`src/rtl/mic1_register_file_if.sv`:
```
// Datapath and memory-port bundle between the MIC-1 register file and its
// control/ALU/ram side.
interface mic1_register_file_if #(
  parameter int NBITS = 32,
  parameter int B     = 4,
  parameter int C     = 9,
  parameter int MEM   = 3
);
  logic [NBITS-1:0] c_bus;
  logic [C-1:0]     write_c;
  logic [B-1:0]     enable_b;
  logic [NBITS-1:0] b_bus;
  logic [NBITS-1:0] a_bus;
  logic [MEM-1:0]   mem_control;
  logic [NBITS-1:0] mem_in;
  logic [NBITS-1:0] mem_addr;
  logic [NBITS-1:0] mem_out;
  logic             we;

  modport master (
    output c_bus, write_c, enable_b, mem_control, mem_in,
    input  b_bus, a_bus, mem_addr, mem_out, we
  );

  modport slave (
    input  c_bus, write_c, enable_b, mem_control, mem_in,
    output b_bus, a_bus, mem_addr, mem_out, we
  );
endinterface

```
`src/rtl/mic1_register_file.sv`:
```
// MIC-1 register file: ten architectural registers, A/B bus drive, C-bus
// loads and the memory address/data/capture path to a registered-read ram.
module mic1_register_file #(
  parameter int NBITS = 32,
  parameter int B     = 4,
  parameter int C     = 9,
  parameter int MEM   = 3
) (
  input  logic                  clk,
  input  logic                  reset,
  mic1_register_file_if.slave   rf
);
  // Register indices match the write_c bit positions.
  localparam int R_MAR = 0;
  localparam int R_MDR = 1;
  localparam int R_PC  = 2;
  localparam int R_SP  = 3;
  localparam int R_LV  = 4;
  localparam int R_CPP = 5;
  localparam int R_TOS = 6;
  localparam int R_OPC = 7;
  localparam int R_H   = 8;

  localparam int M_WRITE = 2;
  localparam int M_READ  = 1;
  localparam int M_FETCH = 0;

  logic [C-1:0][NBITS-1:0] regs;
  logic [7:0]              mbr;
  logic                    rd_pend;
  logic                    fe_pend;

  always_ff @(posedge clk or posedge reset) begin
    if (reset) begin
      regs    <= '0;
      mbr     <= '0;
      rd_pend <= 1'b0;
      fe_pend <= 1'b0;
    end else begin
      for (int i = 0; i < C; i++)
        if (rf.write_c[i]) regs[i] <= rf.c_bus;
      // C-bus write to MDR takes priority over the pending read load.
      if (rd_pend && !rf.write_c[R_MDR]) regs[R_MDR] <= rf.mem_in;
      if (fe_pend) mbr <= rf.mem_in[7:0];
      rd_pend <= rf.mem_control[M_READ];
      // READ owns the address port, so a concurrent FETCH is dropped.
      fe_pend <= rf.mem_control[M_FETCH] & ~rf.mem_control[M_READ];
    end
  end

  always_comb begin
    rf.b_bus = '0;
    case (rf.enable_b)
      B'(0): rf.b_bus = regs[R_OPC];
      B'(1): rf.b_bus = regs[R_TOS];
      B'(2): rf.b_bus = regs[R_CPP];
      B'(3): rf.b_bus = regs[R_LV];
      B'(4): rf.b_bus = regs[R_SP];
      B'(5): rf.b_bus = {{(NBITS-8){mbr[7]}}, mbr};
      B'(6): rf.b_bus = regs[R_PC];
      B'(7): rf.b_bus = regs[R_MDR];
      B'(8): rf.b_bus = {{(NBITS-8){1'b0}}, mbr};
      default: rf.b_bus = '0;
    endcase
  end

  logic fetch_only;
  assign fetch_only  = rf.mem_control[M_FETCH] & ~rf.mem_control[M_READ]
                     & ~rf.mem_control[M_WRITE];

  assign rf.a_bus    = regs[R_H];
  assign rf.mem_addr = fetch_only ? regs[R_PC] : regs[R_MAR];
  assign rf.mem_out  = regs[R_MDR];
  assign rf.we       = rf.mem_control[M_WRITE];
endmodule

```
`src/flat_wrapper.sv`:
```
// flat-port wrapper written by rule: the top's interface ports become plain ports
module mic1_register_file_flat 
#(
  parameter int NBITS = 32,
  parameter int B     = 4,
  parameter int C     = 9,
  parameter int MEM   = 3
)
  (clk, reset, rf_c_bus, rf_write_c, rf_enable_b, rf_mem_control, rf_mem_in, rf_b_bus, rf_a_bus, rf_mem_addr, rf_mem_out, rf_we);
  mic1_register_file_if #(.NBITS(NBITS), .B(B), .C(C), .MEM(MEM)) rf_i ();
  input  logic clk;
  input  logic reset;
  input wire logic [$bits(rf_i.c_bus)-1:0] rf_c_bus;
  input wire logic [$bits(rf_i.write_c)-1:0] rf_write_c;
  input wire logic [$bits(rf_i.enable_b)-1:0] rf_enable_b;
  input wire logic [$bits(rf_i.mem_control)-1:0] rf_mem_control;
  input wire logic [$bits(rf_i.mem_in)-1:0] rf_mem_in;
  output wire logic [$bits(rf_i.b_bus)-1:0] rf_b_bus;
  output wire logic [$bits(rf_i.a_bus)-1:0] rf_a_bus;
  output wire logic [$bits(rf_i.mem_addr)-1:0] rf_mem_addr;
  output wire logic [$bits(rf_i.mem_out)-1:0] rf_mem_out;
  output wire logic [$bits(rf_i.we)-1:0] rf_we;
  assign rf_i.c_bus = rf_c_bus;
  assign rf_i.write_c = rf_write_c;
  assign rf_i.enable_b = rf_enable_b;
  assign rf_i.mem_control = rf_mem_control;
  assign rf_i.mem_in = rf_mem_in;
  assign rf_b_bus = rf_i.b_bus;
  assign rf_a_bus = rf_i.a_bus;
  assign rf_mem_addr = rf_i.mem_addr;
  assign rf_mem_out = rf_i.mem_out;
  assign rf_we = rf_i.we;
  mic1_register_file #(.NBITS(NBITS), .B(B), .C(C), .MEM(MEM)) u_core (.clk(clk), .reset(reset), .rf(rf_i));
endmodule
```
`config.mk`:
```
export PLATFORM = sky130hd
export DESIGN_NAME = mic1_register_file_flat
export DESIGN_NICKNAME = d
export VERILOG_FILES = /design/src/rtl/mic1_register_file_if.sv /design/src/rtl/mic1_register_file.sv /design/src/flat_wrapper.sv
export SDC_FILE = /design/constraint.sdc
export NUM_CORES = 1
export LEC_CHECK = 0
export CAP_MARGIN = 25
export CORE_MARGIN = 1
export CORE_UTILIZATION = 55
export CTS_CLUSTER_SIZE = 8
export DETAILED_ROUTE_END_ITERATION = 8
export PLACE_DENSITY_LB_ADDON = 0.3
export SKIP_LAST_GASP = 1
export SYNTH_ARGS = -nofsm -noshare
export SYNTH_HDL_FRONTEND = slang
export SYNTH_SLANG_ARGS = --single-unit
```
`constraint.sdc`:
```
create_clock -name clk -period 13.8 [get_ports clk]
set_input_delay 4.14 -clock clk [delete_from_list [all_inputs] [get_ports clk]]
set_output_delay 4.14 -clock clk [all_outputs]
set_load 0.005 [all_outputs]
```
==> flow_metrics.tcl <==
set metrics [dict create \
    maximum_number_of_pins_on_one_net_before_global_route_repair 142 \
    ir_drop_worst_vdd_uv 93.4 \
    layout_min_cycle_time_ns 11.05 \
    grt_pass1_wl_um 56100 \
    avgRoutedWirePerCell_um 23.7 \
    yosys_warnings 0 \
    synth.ff_latch_count 298 \
    final_cell_count_no_fill 1537 \
    area.sequential_mm2 0.00746 \
    globalplace.congestion 0.771 \
    cts.repair.resized 0 \
    cts_post_setup_buffers_inserted 0 \
    grt_pass1_vias 9563 \
    clock-sinks 298 \
    critical_path.max_fanout 35 \
    floorplan_row_count 58 \
    layout.filler_cells 1848 \
    gr_overflow_total 0 \
    synth_flop_cell "sky130_fd_sc_hd__dfrtp_1" \
    synth.largest_area_cell "sky130_fd_sc_hd__dfrtp_1" \
    clock-skew-final_ns 0.00876 \
    grt_setup_unrepaired "no" \
    cts.root.buffer_cell "sky130_fd_sc_hd__clkbuf_16" \
    clock_path_buffers 3 \
    htree_num_levels 2 \
    critical_path_arrival_ns 6.91 \
    drt-total-wl_um 36500 \
    detail_route.vias_per_cell 6.03 \
    final.period_utilization_pct 80.1 \
    critPathLaunch "rf_enable_b[0]" \
    critical_path_class "in -> out" \
    fin_area_mm2 0.0171 \
    nets 1287 \
    drt_iter0_markers 633 \
    antenna_cells 0 \
    floorplan.die_area_mm2 0.0266 \
    via_count 9275 \
    timing_hold_violations_final 0 \
    netlist-cell-type-count 50 \
    remaining_drc_errors 0 \
    multi_input_area_mm2 0.00586 \
    worst_setup_path_start_kind "input port" \
    cts_inserted_buffers 43 \
    reg2reg_from "u_core.rd_pend" \
    grt_usage_pct 28.1 \
    ioPinCount 211 \
    async_flop_share_pct 100 \
    die_w_um 163 \
    drive_gt1_share_pct 33.4 \
    placedInstanceArea_mm2 0.0159 \
    worstSetupEndpoint "rf_b_bus[7]" \
    critical_path_required_ns 9.66 \
    worst_r2r_path_depth 3 \
    final_critical_path_setup_slack_ns 2.75 \
    detailroute.wirelength.met3_um 1880 \
    maxUsedRoutingLayer "met4" \
    setup_tns_ns 0 \
    postSynthNetCount 1163 \
    dp.cells 1487 \
    design_power_uw 2290 \
    post-synth-top-area-fraction_pct 52.3 \
    antenna_violating_nets_post_route 0 \
    synth_enable_flop_cells 0 \
    power.static_leakage_uw 0.00716 \
    areaGrowthSynthToFinish_pct 19.8 \
    antenna_found_initial 0 \
    worst-slew-pin-transition_ns 1.10 \
    cts-hold-fix-buffers 0 \
    synthCells 1081 \
    worstSkewPairLatency_ns 0.52 \
    timing.final.max_slew_violations 0 \
    cp-end-kind "primary output" \
    p_per_cell_area_mw_per_mm2 134 \
    dp.final_hpwl_um 21400 \
    detail_route.first_pass.iterations 5 \
    initial_utilization_pct 56.3 \
    reg2reg_slack_ns 12.35 \
    run_status "finished, final reports clean" \
    cts_tree "yes" \
    number_of_i_o_port_buffers 210 \
    pre_cts_slack_ns 2.78 \
    count_of_max_cap_constraint_violations 0 \
    r2r-end "u_core.rf.mem_out[20]" \
    die-height_um 163 \
    worst_case_headroom_to_the_max_slew_limit_pct 26.4 \
    worst_hold_path_type "reg -> reg" \
    fmax_ghz 0.0905 \
    setup_viol 0 \
    cts.reportedPaths.clkPinSlew_ns 0.05 \
    synth.area.top_cells "sky130_fd_sc_hd__dfrtp_1, sky130_fd_sc_hd__mux2_2, sky130_fd_sc_hd__mux2i_1" \
    synth_seq_area_share_pct 52.3 \
    met2WireLength_um 17900 \
    mappedNetlistArea_mm2 0.0143 \
    m1WireLength_um 16100 \
    fp.coreArea_mm2 0.0253 \
    syn-mean-instance-area_um2 13.2 \
]
## synth_stat cells, types with 2 or more instances
| cell type | count |
|---|---|
| sky130_fd_sc_hd__a211o_1 | 3 |
| sky130_fd_sc_hd__a21oi_1 | 25 |
| sky130_fd_sc_hd__a221o_1 | 3 |
| sky130_fd_sc_hd__a221oi_1 | 7 |
| sky130_fd_sc_hd__a22oi_1 | 38 |
| sky130_fd_sc_hd__a32o_1 | 3 |
| sky130_fd_sc_hd__and3_1 | 6 |
| sky130_fd_sc_hd__buf_2 | 41 |
| sky130_fd_sc_hd__buf_4 | 69 |
| sky130_fd_sc_hd__buf_6 | 14 |
| sky130_fd_sc_hd__clkbuf_1 | 17 |
| sky130_fd_sc_hd__clkbuf_2 | 2 |
| sky130_fd_sc_hd__dfrtp_1 | 298 |
| sky130_fd_sc_hd__mux2_1 | 20 |
| sky130_fd_sc_hd__mux2_2 | 310 |
| sky130_fd_sc_hd__mux2_4 | 6 |
| sky130_fd_sc_hd__mux2i_1 | 55 |
| sky130_fd_sc_hd__nand2_1 | 41 |
| sky130_fd_sc_hd__nand3_1 | 20 |
| sky130_fd_sc_hd__nor2_1 | 25 |
| sky130_fd_sc_hd__nor2b_1 | 5 |
| sky130_fd_sc_hd__o21ai_0 | 36 |
| sky130_fd_sc_hd__o221ai_1 | 8 |
| sky130_fd_sc_hd__o32ai_1 | 3 |
## power breakdown
part	switching [uW]	leakage, uW	total [uW]	internal, uW
combinational	150	0.00311	358	208
clock	348	0.000560	916	568
sequential	53.9	0.00350	1020	964
total	552	0.00716	2290	1740
## how the worst min path moves through the flow
stage	start	endpoint	slack, ns	cells past startpoint
final	u_core.regs[126]	u_core.regs[126]	0.49	1
after global routing	u_core.regs[30]	u_core.regs[30]	0.51	1
after CTS	u_core.regs[126]	u_core.regs[126]	0.49	1
after detailed placement	u_core.regs[126]	u_core.regs[126]	0.48	1
after global placement	u_core.regs[230]	u_core.regs[230]	0.46	1
after floorplan	u_core.regs[230]	u_core.regs[230]	0.45	1
## final cells by class
type	count	area share, %
Timing Repair Buffer	223	12.9
Sequential cell	298	43.6
Clock inverter	1	0.0512
Inverter	2	0.0879
Clock buffer	46	6.61
Tap cell	330	2.42
Multi-Input combinational cell	637	34.3
## layout by cell type, fill, tap and decap left out, types with 3 or more instances in the layout
| cell type | netlist | final |
|---|---|---|
| sky130_fd_sc_hd__o32ai_1 | 3 | 3 |
| sky130_fd_sc_hd__nand3_1 | 20 | 20 |
| sky130_fd_sc_hd__a221o_1 | 3 | 3 |
| sky130_fd_sc_hd__nor2_1 | 25 | 25 |
| sky130_fd_sc_hd__o221ai_1 | 8 | 8 |
| sky130_fd_sc_hd__mux2i_1 | 55 | 55 |
| sky130_fd_sc_hd__buf_2 | 41 | 11 |
| sky130_fd_sc_hd__a211o_1 | 3 | 3 |
| sky130_fd_sc_hd__mux2_2 | 310 | 310 |
| sky130_fd_sc_hd__buf_16 | 0 | 3 |
| sky130_fd_sc_hd__a22oi_1 | 38 | 38 |
| sky130_fd_sc_hd__nand2_1 | 41 | 41 |
| sky130_fd_sc_hd__clkdlybuf4s50_1 | 0 | 198 |
| sky130_fd_sc_hd__a21oi_1 | 25 | 25 |
| sky130_fd_sc_hd__o21ai_0 | 36 | 36 |
| sky130_fd_sc_hd__a32o_1 | 3 | 3 |
| sky130_fd_sc_hd__nor2b_1 | 5 | 3 |
| sky130_fd_sc_hd__clkbuf_16 | 0 | 45 |
| sky130_fd_sc_hd__dfrtp_1 | 298 | 297 |
| sky130_fd_sc_hd__mux2_1 | 20 | 20 |
| sky130_fd_sc_hd__mux2_4 | 6 | 6 |
| sky130_fd_sc_hd__a221oi_1 | 7 | 7 |
| sky130_fd_sc_hd__buf_4 | 69 | 10 |
| sky130_fd_sc_hd__and3_1 | 6 | 6 |
## worst max-delay path, stage by stage
cell and delay [ns]:
sky130_fd_sc_hd__buf_2 0.69, sky130_fd_sc_hd__nor2b_2 0.87, sky130_fd_sc_hd__a211oi_1 0.18, sky130_fd_sc_hd__o31ai_1 0.41, sky130_fd_sc_hd__clkdlybuf4s50_1 0.58
## sequential cells by signal, indices dropped and copies added, names as in the netlist
register	count
u_core.rf.mem_out	32
u_core.rf.a_bus	32
u_core.mbr	8
u_core.regs	224
u_core.fe_pend	1
u_core.rd_pend	1
## cell families (layout without fill, tap and decap cells)
logic type      Yosys count  after routing  share of synthesized area [%]
simple gates            112            112                           3.95
buf+inv                 146            272                           6.77
compound gates          133            133                           6.30
flops                   298            298                           52.3
mux                     392            392                           30.7
## metal layers
metal / global-route usage (%) / up-vias
met5: 0 / -
met4: 7.90 / 0
met3: 4.55 / 42
met2: 46.0 / 314
met1: 38.8 / 4846
li1: - / 4073
## per-stage QoR
stage	utilization (%)	hold WS, ns
2_1_floorplan	-	0.449
3_5_place_dp	62.7	0.481
6_report	67.5	0.491
3_3_place_gp	62.6	0.460
5_1_grt	67.5	0.507
4_1_cts	67.2	0.491
Power figures use the tool's default switching activity.
